--- config.mk ---
export PLATFORM = sky130hd
export DESIGN_NAME = clock_reconfig_sequencer
export DESIGN_NICKNAME = d
export VERILOG_FILES = /design/src/rtl/clock_reconfig_sequencer.sv
export SDC_FILE = /design/constraint.sdc
export NUM_CORES = 1
export LEC_CHECK = 0
export ABC_AREA = 1
export CAP_MARGIN = 40
export CELL_PAD_IN_SITES_DETAIL_PLACEMENT = 1
export CELL_PAD_IN_SITES_GLOBAL_PLACEMENT = 2
export CORE_ASPECT_RATIO = 0.75
export CORE_MARGIN = 2
export CORE_UTILIZATION = 32
export CTS_BUF_LIST = sky130_fd_sc_hd__clkbuf_8
export CTS_CLUSTER_DIAMETER = 100
export CTS_CLUSTER_SIZE = 10
export DETAILED_ROUTE_END_ITERATION = 16
export PLACE_DENSITY_LB_ADDON = 0.2
export SLEW_MARGIN = 20
export SYNTH_ARGS = -nofsm -noshare
export SYNTH_HDL_FRONTEND = slang
export SYNTH_SLANG_ARGS = --single-unit
--- constraint.sdc ---
create_clock -name clock -period 2.2 [get_ports clock]
set_input_delay 0.44 -clock clock [delete_from_list [all_inputs] [get_ports clock]]
set_output_delay 0.44 -clock clock [all_outputs]
set_load 0.01 [all_outputs]
--- src/rtl/clock_reconfig_sequencer.sv ---
// Sequences an ICS644 clock change: hold the video pipeline and PLL in reset, drive the
// new S setting, let the PLL settle and relock, then release video reset.
module clock_reconfig_sequencer #(
    parameter int RESET_HOLD_CYCLES   = 16,
    parameter int SETTLE_CYCLES       = 1024,
    parameter int LOCK_STABLE_CYCLES  = 256,
    parameter int LOCK_TIMEOUT_CYCLES = 65536,
    parameter int CNT_WIDTH           = 17
) (
    input  logic       clock,
    input  logic       reset,
    input  logic       config_changed,
    input  logic [3:0] clock_config_S_in,
    input  logic       pll_locked,
    output logic [3:0] clock_config_S_out,
    output logic       pll_reset,
    output logic       video_reset,
    output logic       reconfig_busy,
    output logic       reconfig_done,
    output logic       lock_timeout
);

    typedef enum logic [2:0] {IDLE, HOLD, APPLY, SETTLE, WAIT_LOCK, RELEASE} state_t;

    localparam logic [CNT_WIDTH-1:0] HOLD_LAST    = CNT_WIDTH'(RESET_HOLD_CYCLES - 1);
    localparam logic [CNT_WIDTH-1:0] SETTLE_LAST  = CNT_WIDTH'(SETTLE_CYCLES - 1);
    localparam logic [CNT_WIDTH-1:0] STABLE_LAST  = CNT_WIDTH'(LOCK_STABLE_CYCLES - 1);
    localparam logic [CNT_WIDTH-1:0] TIMEOUT_LAST = CNT_WIDTH'(LOCK_TIMEOUT_CYCLES - 1);

    state_t               state, next_state;
    logic [CNT_WIDTH-1:0] cnt;
    logic [CNT_WIDTH-1:0] stable_cnt;
    logic                 pending;
    logic                 locked_meta, locked_s;
    logic                 pll_reset_nxt, video_reset_nxt, busy_nxt, done_nxt, lock_timeout_nxt;

    // pll_locked comes from the PLL's own clock domain; only locked_s is used downstream.
    always_ff @(posedge clock) begin
        if (reset) begin
            locked_meta <= 1'b0;
            locked_s    <= 1'b0;
        end else begin
            locked_meta <= pll_locked;
            locked_s    <= locked_meta;
        end
    end

    // NOTE: sequential state uses non-blocking assignments so every register samples
    // pre-edge values regardless of statement order.
    always_ff @(posedge clock) begin
        if (reset) begin
            state              <= HOLD;
            cnt                <= '0;
            stable_cnt         <= '0;
            pending            <= 1'b0;
            clock_config_S_out <= 4'b0000;
            pll_reset          <= 1'b1;
            video_reset        <= 1'b1;
            reconfig_busy      <= 1'b1;
            reconfig_done      <= 1'b0;
            lock_timeout       <= 1'b0;
        end else begin
            state      <= next_state;
            cnt        <= (next_state != state) ? '0 : cnt + 1'b1;
            stable_cnt <= (state == WAIT_LOCK && next_state == WAIT_LOCK && locked_s)
                          ? stable_cnt + 1'b1 : '0;
            if (state == APPLY)
                pending <= config_changed;
            else if (state != IDLE && config_changed)
                pending <= 1'b1;
            if (state == APPLY)
                clock_config_S_out <= clock_config_S_in;
            pll_reset     <= pll_reset_nxt;
            video_reset   <= video_reset_nxt;
            reconfig_busy <= busy_nxt;
            reconfig_done <= done_nxt;
            lock_timeout  <= lock_timeout_nxt;
        end
    end

    // NOTE: every combinational output gets a default first so no path infers a latch.
    always_comb begin
        next_state = state;
        case (state)
            IDLE:      if (config_changed || !locked_s) next_state = HOLD;
            HOLD:      if (cnt == HOLD_LAST) next_state = APPLY;
            APPLY:     next_state = SETTLE;
            SETTLE:    if (cnt == SETTLE_LAST) next_state = WAIT_LOCK;
            WAIT_LOCK: begin
                // Stable lock takes priority over a timeout landing in the same cycle.
                if (locked_s && stable_cnt == STABLE_LAST) next_state = RELEASE;
                else if (cnt == TIMEOUT_LAST)              next_state = HOLD;
            end
            RELEASE:   next_state = (pending || config_changed) ? HOLD : IDLE;
            default:   next_state = HOLD;
        endcase
    end

    // Outputs are registered from the upcoming state so the pins never glitch on decode.
    always_comb begin
        pll_reset_nxt    = (next_state == HOLD) || (next_state == APPLY) || (next_state == SETTLE);
        video_reset_nxt  = (next_state != IDLE);
        busy_nxt         = (next_state != IDLE);
        done_nxt         = (state == RELEASE) && (next_state == IDLE);
        lock_timeout_nxt = lock_timeout;
        if (state == WAIT_LOCK && next_state == HOLD)
            lock_timeout_nxt = 1'b1;
        else if (done_nxt)
            lock_timeout_nxt = 1'b0;
    end

endmodule
==> results.txt <==
The count of endpoints failing hold in the final timing report is 0. The static power due to leakage is 1.15 nW. The area of the multi-input gates came out at 1270 µm². The buffers plus inverters on the worst setup path is 1. The number of vias in the routed layout is 1882. The maximum count of clock buffers along a single path came out at 2. The top cell types in the final layout, fill and taps aside, are nor2_1 (55), dfxtp_1 (46), inv_1 (36).

The worst stage delay on the critical path came out at 360 ps. The ratio of final minimum period to clock period is between 90% and 100%. The combined global-route utilization of all metal layers is 14.3%. In the final routed layout, each cell accounts on average for 12.1 µm. In the final design database the tool counted 339 nets. The maximum clock frequency came out at 472 MHz.

The placement row count is 26. The slowest stage of the critical path is the dfxtp_2 cell. Setup repair after global routing could not meet its margin everywhere.

The reported max-cap violation count came out at 0. The biggest area contributor in the post-synthesis netlist is dfxtp_1. The total nets after synthesis came out at 296. The number of antenna repair diodes is 0. The die outline area is 7830 µm². The tree is rooted in a clkbuf_8. Summed over all nets, the half-perimeter wirelength after detailed placement is 3.73 mm. For this design the ratio of total power to cell area is 513 nW/µm². The largest voltage drop on the vdd net is 0.000237 V. The initial core utilization is 33.3%. The netlist uses 29 different library cells. Data arrives at the worst endpoint at 2370 ps. Summed over all layers, the global routing overflow is 0. The later pin in the worst-skew pair is clocked with a latency of just over 300 ps. The final weighted congestion of routability-driven global placement is 0.737. The number of inserted filler cells in the final layout is approximately 800. The CTS H-tree depth came out at 2. The signal on the critical path passes through ha_4 > nand3_4 > nor3_4 > nand2_2 > nor3_4 > and3_4 > ha_4 > nor2_2 > nand2_1 > nand2_2 > nand4_1 > buf_6 > nand3b_4 > nor2_2. The top fanout value on the critical path is 8. The final worst hold slack is about 400 ps.

Synthesis produced around 290 cells. At the worst endpoint, the required time is 2450 ps. Entering global routing, the biggest net connects 16 pins.

For the pin with the worst max-slew slack, the measured transition is 772 ps. The first global-routing pass estimated between 8 and 9 mm of wire. The remaining antenna violation count after routing is 0. The proportion of synthesized chip area in sequential cells came out at between 40% and 50%. The number of DRC markers after the initial detailed-route iteration is 51. The setup skew after layout came out at 10.4 ps.

The number of buffer cells added on primary ports is 16. The tightest min-delay check is of the flop to flop type. The CTS clock-pin slew for the worst setup and hold paths came out at roughly 90 ps. The final worst-path setup slack is 79.2 ps.

The kind of critical path is flop to flop. The library cell used most frequently in the layout, excluding fill and tap cells, is nor2_1. The vertical extent of the die is 77.2 µm. The final max-slew violation count is 0. The share of Yosys cell area claimed by the top area cell type came out at a little over two fifths. The number of hold-repair buffers added at the cts stage is 0. The total I/O pin count came out at 17.

The number of iterations in the first detailed-routing pass came out at 4. The mean instance size in the synthesized netlist came out at 8.01 µm². The proportion of layout cells with a drive suffix above 1 came out at 21.9%. The run finished with clean final reports. Counting flops and latches in the post-synthesis netlist gives 48. The layout overhead on the synthesized area came out at 28.7%.

In the post-synthesis netlist, the biggest area contributors are dfxtp_1 (42%), nor2_1 (10%), xor2_1 (8.1%). Among cell families on the critical path, the largest total delay comes from simple AND/OR/NAND/NOR gates. The number of clock sinks seen by CTS is between 40 and 50. The number of antenna violations at the first check in global routing came out at 0. The setup-violating endpoint count in the final report is 0. At the placement stage, the worst setup path has a slack of -67.4 ps. The area inside the core boundary came out at 6860 µm².

The detailed-route DRC error count came out at 0. The aggregate routed wire length is 5.16 mm. The number of CTS-inserted buffers is 5. The warning count from the yosys run is 0. Measured against its own limit, the worst slew margin works out to 48.2%. TritonCTS built the clock tree. Dividing the detail-routed via count by the number of cells gives 4.41. STA classifies the critical path endpoint as a flop. The time the worst path needs with I/O delays and setup is approximately 2100 ps. The cell area after synthesis is between 2000 and 2500 µm². The total power after layout came out at roughly 1.5 mW. The number of global-route vias before repair came out at around 1.9k. Summing all flip-flop and latch instances after layout gives 963 µm². The die width is 102 µm. STA classifies the critical path startpoint as a flop.
[report_power, final]
group | switching [mW] | internal [mW]
registers | 0.00675 | 0.877
logic | 0.0262 | 0.0331
clock network | 0.310 | 0.255
[cell usage after synthesis]
cell type	number
nor3_2	2
nand2_2	2
nor2_4	11
nand4_4	1
dfxtp_1	48
buf_4	1
a21boi_0	1
nor2_1	63
nand3_2	1
o21ai_0	6
a21oi_1	2
buf_12	1
or2_2	1
xor2_1	21
nand3b_4	1
and3_1	1
nand4_1	5
ha_1	3
nor3_4	1
inv_1	36
a21oi_4	1
inv_2	1
nor3_1	8
buf_6	1
a41oi_1	1
nand2_1	39
a21oi_2	1
xnor2_1	7
nand3_1	18
[cells by family (layout without fill, tap and decap cells)]
logic type                 after synthesis  after routing  synth area share, %
AOI/OAI and AO/OA                       12             12                 3.56
xor gates and xnor gates                28             28                 10.7
adders and majority gates                3              3                 1.64
buffers and inverters                   40             82                 7.78
DFF                                     48             48                 42.1
and+or+nand+nor                        154            156                 34.2
[what timing repair did]
action,CTS,global route
buffers inserted,1,3
setup endpoints to repair,29,35
gates resized for setup,5,11
gates cloned,2,0
pin swaps,3,5
[state kept, by name (all words and copies together), names as in the netlist]
register            flops
clock_config_S_out      4
cnt                    17
lock_timeout            1
locked_meta             1
locked_s                1
pending                 1
pll_reset               1
reconfig_busy           1
reconfig_done           1
stable_cnt             17
state                   3
[layer usage]
metal	global-route usage, %	routed length (µm)
met5	0	0
met4	4.46	60
met3	3.28	170
met2	22.0	2280
met1	19.8	2660
[final timing paths]
kind / startpoint / depth (start not counted) / endpoint / slack [ps]
worst max-delay path: cnt[1]$_SDFF_PP0_ / 14 / cnt[15]$_SDFF_PP0_ / 80
worst min-delay path: locked_meta$_SDFF_PP0_ / 2 / locked_s$_SDFF_PP0_ / 410
worst max register to register: cnt[1]$_SDFF_PP0_ / 14 / cnt[15]$_SDFF_PP0_ / 80
worst min register to register: locked_meta$_SDFF_PP0_ / 2 / locked_s$_SDFF_PP0_ / 410
[tightest hold or removal path, cell delays in order (launching register included)]
cell     delay [ps]
dfxtp_1         310
inv_1            40
nor2_1           30
[stage by stage]
step | TNS, ps | util (%) | area (µm²) | cells
CTS | 0 | 41.8 | 2870 | 424
global placement | -843 | 39.6 | 2720 | 413
detailed placement | -897 | 39.6 | 2720 | 413
floorplan | 0 | - | 2320 | 285
global route | -629 | 42.8 | 2940 | 427
finish | 0 | 42.8 | 2940 | 427
[area by class of cell]
type,count,area share (%)
inverter,37,4.73
clock inverter,2,0.511
clock buffer,6,2.81
sequential,48,32.8
timing repair buffer,37,11.8
multi-input combinational,199,43.2
tap,98,4.17
Power figures use the tool's default switching activity.
